## src/rtl/gearbox_meter.sv

```systemverilog
// Measures the ratio word of a gated-enable stream by counting pulses over 2**(DW+AVG) cycles.
// Optional expected-value comparator enabled by defining GEARBOX_METER_CMP_EN.
// state   | meaning
// IDLE    | waiting for start; result registers hold the last measurement
// MEASURE | counting window cycles and gen_in pulses
module gearbox_meter #(
   parameter int DW  = 8,
   parameter int AVG = 0
) (
   input  logic          clk,
   input  logic          reset,
   input  logic          start,
   input  logic          clr,
   input  logic          cont,
   input  logic          gen_in,
`ifdef GEARBOX_METER_CMP_EN
   input  logic [DW-1:0] gnum_exp,
   output logic          mismatch,
`endif
   output logic          busy,
   output logic          valid,
   output logic [DW-1:0] gnum_out,
   output logic          zero
);

   localparam int CW = DW + AVG;

   typedef enum logic {S_IDLE, S_MEASURE} state_t;

   state_t        state_q, state_d;
   logic [CW-1:0] win_q, win_d;
   logic [CW:0]   pul_q, pul_d;
   logic          valid_q, valid_d;
   logic [DW-1:0] gnum_q, gnum_d;
   logic          zero_q, zero_d;
   logic          win_end;
   logic [CW:0]   p_total;
   logic [CW:0]   p_shift;

   always_ff @(posedge clk or posedge reset) begin
      if (reset) begin
         state_q <= S_IDLE;
         win_q   <= '0;
         pul_q   <= '0;
         valid_q <= 1'b0;
         gnum_q  <= '0;
         zero_q  <= 1'b0;
      end else begin
         state_q <= state_d;
         win_q   <= win_d;
         pul_q   <= pul_d;
         valid_q <= valid_d;
         gnum_q  <= gnum_d;
         zero_q  <= zero_d;
      end
   end

   // The pulse counter is one bit wider than the window so a stuck-high input cannot wrap.
   always_comb begin
      p_total = pul_q + {{CW{1'b0}}, gen_in};
      p_shift = p_total >> AVG;
      win_end = (state_q == S_MEASURE) && (win_q == '1);
      state_d = state_q;
      win_d   = win_q;
      pul_d   = pul_q;
      valid_d = 1'b0;
      gnum_d  = gnum_q;
      zero_d  = zero_q;
      if (clr) begin
         state_d = S_IDLE;
         win_d   = '0;
         pul_d   = '0;
      end else begin
         case (state_q)
            S_IDLE: begin
               if (start) begin
                  state_d = S_MEASURE;
                  win_d   = '0;
                  pul_d   = '0;
               end
            end
            S_MEASURE: begin
               win_d = win_q + 1'b1;
               pul_d = p_total;
               if (win_end) begin
                  valid_d = 1'b1;
                  win_d   = '0;
                  pul_d   = '0;
                  if (!cont) state_d = S_IDLE;
                  if (p_total == '0) begin
                     gnum_d = '0;
                     zero_d = 1'b1;
                  end else begin
                     gnum_d = p_shift[DW-1:0] - 1'b1;
                     zero_d = 1'b0;
                  end
               end
            end
            default: state_d = S_IDLE;
         endcase
      end
   end

   assign busy     = (state_q == S_MEASURE);
   assign valid    = valid_q;
   assign gnum_out = gnum_q;
   assign zero     = zero_q;

`ifdef GEARBOX_METER_CMP_EN
   logic mismatch_q, mismatch_d;

   always_comb begin
      mismatch_d = mismatch_q;
      if (valid_d) mismatch_d = (gnum_d != gnum_exp) || zero_d;
   end

   always_ff @(posedge clk or posedge reset) begin
      if (reset) mismatch_q <= 1'b0;
      else       mismatch_q <= mismatch_d;
   end

   assign mismatch = mismatch_q;
`endif

endmodule

```

## config.mk

```make
export PLATFORM = sky130hd
export DESIGN_NAME = gearbox_meter
export DESIGN_NICKNAME = d
export VERILOG_FILES = /design/src/rtl/gearbox_meter.sv
export SDC_FILE = /design/constraint.sdc
export NUM_CORES = 1
export LEC_CHECK = 0
export CAP_MARGIN = 20
export CORE_MARGIN = 5
export CORE_UTILIZATION = 51
export CTS_CLUSTER_DIAMETER = 80
export DETAILED_ROUTE_END_ITERATION = 7
export PLACE_DENSITY_LB_ADDON = 0.2
export SKIP_CTS_REPAIR_TIMING = 1
export SLEW_MARGIN = 20
export SYNTH_ARGS = -nofsm -noshare
export SYNTH_HDL_FRONTEND = slang
export SYNTH_SLANG_ARGS = --single-unit
```

## constraint.sdc

```tcl
create_clock -name clk -period 1.96 [get_ports clk]
set_clock_uncertainty 0.1 [all_clocks]
set_input_delay 0.294 -clock clk [delete_from_list [all_inputs] [get_ports clk]]
set_output_delay 0.294 -clock clk [all_outputs]
set_load 0.03 [all_outputs]
```

* After elaboration in Yosys (flattened, before gate mapping) *
Cells that the tools add are included.

cells by class
  mux-type cells = 18
  bitwise logic cells = 2
  reductions and logical operators = 3
  add/sub/neg operators = 3
  equal/unequal tests = 2

operator list
  cell                 number
  $mux 8               4
  $mux 9               3
  $pmux 9 s2           1
  $pmux 8 s2           1
  $add 9x1->9          1
  $logic_not 9->1      1
  $add 8x1->8 const B  1
  $eq 8x8->1 const B   1
  $mux 1               8
  $sub 8x1->8 const B  1
  $ne 3x3->1 const B   1
  $reduce_and 3->1     1
  $not 1->1            2
  $pmux 1 s2           1
  $logic_and 1x1->1    1

storage, ports and cells
  register bits after elaboration = 28
  input port bits = 6
  word-level logic and storage cells = 34
  output and inout bits = 11

* Longest topological paths before layout *
  word-level depth = 5
  mapped depth = 8
  mapped depth without buffers = 7

* Worst setup path after synthesis *
No wires, ideal clock.

  path kind = reg2reg
  start point = reg pul_q[0]
  end point = reg gnum_q[6] (netlist: gnum_out[6])
  stages on the path, launching flop included = 8
  clock period less this slack = 2,039 ps
  library setup time = 69 ps
  arrival time = 1,870 ps
  setup slack = -79 ps
  path buffers = 1
  required time = 1,791 ps
  cell sequence = dfrtp_1 ha_1 buf_2 xnor2_1 ha_1 o21ai_1 or4b_1 nand3_1

between the ends
  cells in the longest elaborated chain, start to end = 3
  elaborated cells between the ends (all ways) = 4
  classes of those cells = 2 x add/sub; 1 x mux; 1 x reduce/logical

RTL lines
  item                                                   RTL line  RTL
  start: declaration                                     32        logic [CW:0] pul_q, pul_d;
  start signal: assignment                               51        pul_q <= pul_d;
  $add 9x1->9 (*)                                        60        p_total = pul_q + {{CW{1'b0}}, gen_in};
  $sub 8x1->8 / $logic_not 9->1 (equally long branches)  94, 90
  $mux 8 (*)                                             90        if (p_total == '0) begin
  end signal: assignment                                 53        gnum_q <= gnum_d;
  end: declaration                                       34        logic [DW-1:0] gnum_q, gnum_d;

Every way passes the cells marked *; elsewhere a longest branch is shown, timed or not.
A chain may end at the register's enable or synchronous reset.

* Worst setup path after layout *
  start point = reg pul_q[0]
  end point = reg gnum_q[7] (netlist: gnum_out[7])

The elaborated chain is that of the path after synthesis.

==> report_table.html <==
<table>
<tr><th>Metric</th><th>Value</th></tr>
<tr><th colspan="2">GRT</th></tr>
<tr><td>Number of global-route vias before repair</td><td>1642</td></tr>
<tr><td>GRT Resource Usage Total</td><td>20.8%</td></tr>
<tr><td>Antenna violations before repair</td><td>0</td></tr>
<tr><td>Remaining Overflow, GRT</td><td>0</td></tr>
<tr><td>Wire length of the first global-routing pass</td><td>7450 µm</td></tr>
<tr><td>Largest net degree at the start of global routing</td><td>29</td></tr>
<tr><th colspan="2">Pwr</th></tr>
<tr><td>Final Power</td><td>around 0.0011 W</td></tr>
<tr><td>Largest vdd supply drop</td><td>roughly 300 µV</td></tr>
<tr><td>PD cells</td><td>about 480 nW/µm²</td></tr>
<tr><td>Total leakage power</td><td>1.02 nW</td></tr>
<tr><th colspan="2">Run</th></tr>
<tr><td>Total of max-cap violations</td><td>0</td></tr>
<tr><th colspan="2">Yosys</th></tr>
<tr><td>XOR/XNOR share of the synthesized area</td><td>under 10%</td></tr>
<tr><td>Mux cell area share after synthesis</td><td>less than 1%</td></tr>
<tr><td>Post-synthesis instance area</td><td>1730 µm²</td></tr>
<tr><td>Post-synth ARST share</td><td>100%</td></tr>
<tr><td>Largest area contributor in the synthesized netlist</td><td>dfrtp_1</td></tr>
<tr><td>Largest family of logic cells by synthesized area</td><td>simple AND/OR/NAND/NOR gates</td></tr>
<tr><td>Number of flops mapped to enable cells by yosys</td><td>0</td></tr>
<tr><td>Portion of the post-synthesis area used by sequential elements</td><td>40.6%</td></tr>
<tr><td>Syn Nets</td><td>210</td></tr>
<tr><td>Mean post-synth cell area</td><td>8.64 µm²</td></tr>
<tr><td>Synthesis warning total</td><td>0</td></tr>
<tr><td>Area fraction in compound gates after synthesis</td><td>23.3%</td></tr>
<tr><td>Dominant cell by count in the synthesized netlist</td><td>dfrtp_1</td></tr>
<tr><td>Synthesized flop and latch total</td><td>28</td></tr>
<tr><td>Primary FF master, synth</td><td>dfrtp_1</td></tr>
<tr><td>Distinct cell type count of the synthesized netlist</td><td>48</td></tr>
<tr><td>Most frequent cells after synthesis</td><td>dfrtp_1, nand2_1, o21ai_0, nor2_1, o31ai_1</td></tr>
<tr><td>Synth top area share</td><td>40.6%</td></tr>
<tr><td>Area share of fa/ha/maj cells after synthesis</td><td>2.90%</td></tr>
<tr><td>Area contributors post-synth</td><td>dfrtp_1, o21ai_0, nand2_1, o31ai_1, nor2_1</td></tr>
<tr><td>Synthesized-area fraction occupied by and/or/nand/nor cells</td><td>25.9%</td></tr>
<tr><td>Number of cells produced by synthesis</td><td>200</td></tr>
<tr><th colspan="2">Clock tree</th></tr>
<tr><td>TritonCTS Buffers</td><td>3</td></tr>
<tr><td>Level count of the clock H-tree</td><td>1</td></tr>
<tr><td>Clk sinks</td><td>28</td></tr>
<tr><td>Source-to-sink clock delay at the later pin of the worst-skew pair</td><td>between 300 and 400 ps</td></tr>
<tr><td>Clock tree buffer depth</td><td>2</td></tr>
<tr><td>CTS clock-pin slew for the worst setup and hold paths</td><td>160 ps</td></tr>
<tr><td>Root buffer cell</td><td>clkbuf_4</td></tr>
<tr><td>TritonCTS clock tree</td><td>yes</td></tr>
<tr><th colspan="2">Placement</th></tr>
<tr><td>Worst slack, placed</td><td>-589 ps</td></tr>
<tr><td>Quantity of I/O buffers inserted on ports</td><td>16</td></tr>
<tr><td>GP Congestion</td><td>0.973</td></tr>
<tr><td>Number of cells in the design after placement</td><td>295</td></tr>
<tr><td>Total half-perimeter wirelength after legalization and detailed placement</td><td>3360 µm</td></tr>
<tr><td>Dpl cell area</td><td>2250 µm²</td></tr>
<tr><th colspan="2">Timing</th></tr>
<tr><td>Worst setup margin</td><td>-87.6 ps</td></tr>
<tr><td>Maximum clock frequency</td><td>488 MHz</td></tr>
<tr><td>Total negative slack for setup checks</td><td>-313 ps</td></tr>
<tr><td>Post-route clock period utilization</td><td>104%</td></tr>
<tr><td>Clock period minus worst slack</td><td>2050 ps</td></tr>
<tr><td>Total count of hold-check failures in the final report</td><td>0</td></tr>
<tr><td>Slew at the pin closest to its max-slew limit</td><td>roughly 380 ps</td></tr>
<tr><td>Max-slew violation total from the final report</td><td>0</td></tr>
<tr><td>Setup repair after global routing missed its margin</td><td>true</td></tr>
<tr><td>Setup-violating endpoint count in the final report</td><td>6</td></tr>
<tr><td>Worst slew slack as a fraction of its limit</td><td>74.8%</td></tr>
<tr><th colspan="2">Route</th></tr>
<tr><td>Final wirelength</td><td>4360 µm</td></tr>
<tr><td>Avg WL per Cell</td><td>approximately 15 µm</td></tr>
<tr><td>Drc violations</td><td>0</td></tr>
<tr><td>Iteration-0 DRC Markers</td><td>between 100 and 150</td></tr>
<tr><td>Post-DRT Antenna Nets</td><td>0</td></tr>
<tr><td>Vias post-DR</td><td>1711</td></tr>
<tr><td>Vias per inst</td><td>around 5.7</td></tr>
<tr><td>Drt pass-1 iters</td><td>4</td></tr>
<tr><th colspan="2">Critical path</th></tr>
<tr><td>Element type at the critical path start</td><td>flop</td></tr>
<tr><td>WP data arrival</td><td>2190 ps</td></tr>
<tr><td>Maximum net fanout on the critical path</td><td>5</td></tr>
<tr><td>Worst endpoint required time</td><td>~2100 ps</td></tr>
<tr><td>Category of the most critical setup path</td><td>flop to flop</td></tr>
<tr><td>Sort of element at the end of the critical path</td><td>flop</td></tr>
<tr><th colspan="2">Status</th></tr>
<tr><td>Failing checks</td><td>negative setup slack</td></tr>
<tr><td>Run status</td><td>complete, but fails checks</td></tr>
<tr><th colspan="2">Final layout</th></tr>
<tr><td>Cell area after layout</td><td>around 2400 µm²</td></tr>
<tr><td>Antenna cell count</td><td>0</td></tr>
<tr><td>Number of nets in the layout</td><td>264</td></tr>
<tr><td>Post-route non-filler standard cell count</td><td>roughly 300</td></tr>
<tr><td>Share of layout cells above drive strength 1</td><td>24.9%</td></tr>
<tr><td>Relative area change from synthesis to final layout</td><td>36.6%</td></tr>
<tr><th colspan="2">Floorplan</th></tr>
<tr><td>Std-Cell Rows</td><td>21</td></tr>
<tr><td>Die Wd</td><td>68.2 µm</td></tr>
<tr><td>Die outline height</td><td>68.2 µm</td></tr>
<tr><td>Number of primary I/O pins</td><td>17</td></tr>
<tr><td>Die area</td><td>4650 µm²</td></tr>
<tr><td>Core area</td><td>between 3000 and 4000 µm²</td></tr>
<tr><td>Effective utilization at floorplan</td><td>52.2%</td></tr>
<tr><th colspan="2">Min path</th></tr>
<tr><td>Class of the most critical hold timing path</td><td>input port to asynchronous set/reset pin</td></tr>
</table>
==> cells in the final DEF, fill, tap and decap left out, types with 4 or more instances in the layout <==
master / count
buf_4: 42
dfrtp_1: 26
nand2_1: 22
o21ai_0: 18
nor2_1: 15
clkdlybuf4s50_1: 15
o31ai_1: 11
a21oi_1: 10
nand3_1: 8
nor3_1: 6
nand4_1: 4
==> routing by layer <==
layer  vias to the layer above  share of wire [%]  GRT usage [%]
met1                       831                 48           29.1
met4                         0               0.62           6.20
met5                         -                  0              0
met2                        29                 48           34.1
met3                         4                3.7           1.97
li1                        847                  -              -
==> state kept, by name (all words and copies together), names as in the netlist <==
signal,cells
busy,1
gnum_out,8
pul_q,9
valid,1
win_q,8
zero,1
==> area by class of cell <==
type                       count  area, µm²
clock inverter                 1       30.0
fill                         268        951
multi-input combinational    158       1030
timing repair buffer          60        509
tap                           46       57.6
clock buffer                   3       22.5
sequential                    28        703
inverter                       3       11.3
==> power breakdown <==
| group | internal (W) | switching [W] | total, W |
|---|---|---|---|
| combinational | 0.0000769 | 0.0000869 | 0.000164 |
| clock | 0.000207 | 0.000179 | 0.000386 |
| sequential | 0.000583 | 0.00000697 | 0.000590 |
==> worst paths after layout <==
kind,startpoint,end,slack (ps),depth (start not counted)
max,pul_q[0],gnum_out[7],-90,8
min,reset,valid,190,3
max reg2reg,pul_q[0],gnum_out[7],-90,8
min reg2reg,gnum_out[0],gnum_out[0],400,2
max in group asynchronous,reset,pul_q[0],1290,3
min in group clk,gnum_out[0],gnum_out[0],400,2
==> critical path: stages (launching register included) <==
cell	delay, ps
dfrtp_2	480
ha_4	190
buf_6	120
nor4b_2	250
o211ai_1	160
and2_1	220
buf_4	150
o2111ai_1	190
nand3_1	90
==> logic make-up after synthesis <==
logic type	count (synthesis)
simple gates	84
compound gates	63
flops	28
buf+inv	14
xor+xnor	6
fa+ha+maj	4
mux	1
==> metrics by stage <==
step | util, % | hold slack (ps)
6_report | 71.3 | 190
3_5_place_dp | 68.0 | 372
3_3_place_gp | 68.0 | 358
5_1_grt | 71.3 | 226
4_1_cts | 69.6 | 192
2_1_floorplan | - | 257
No activity file was read; power rests on OpenSTA's default activity.
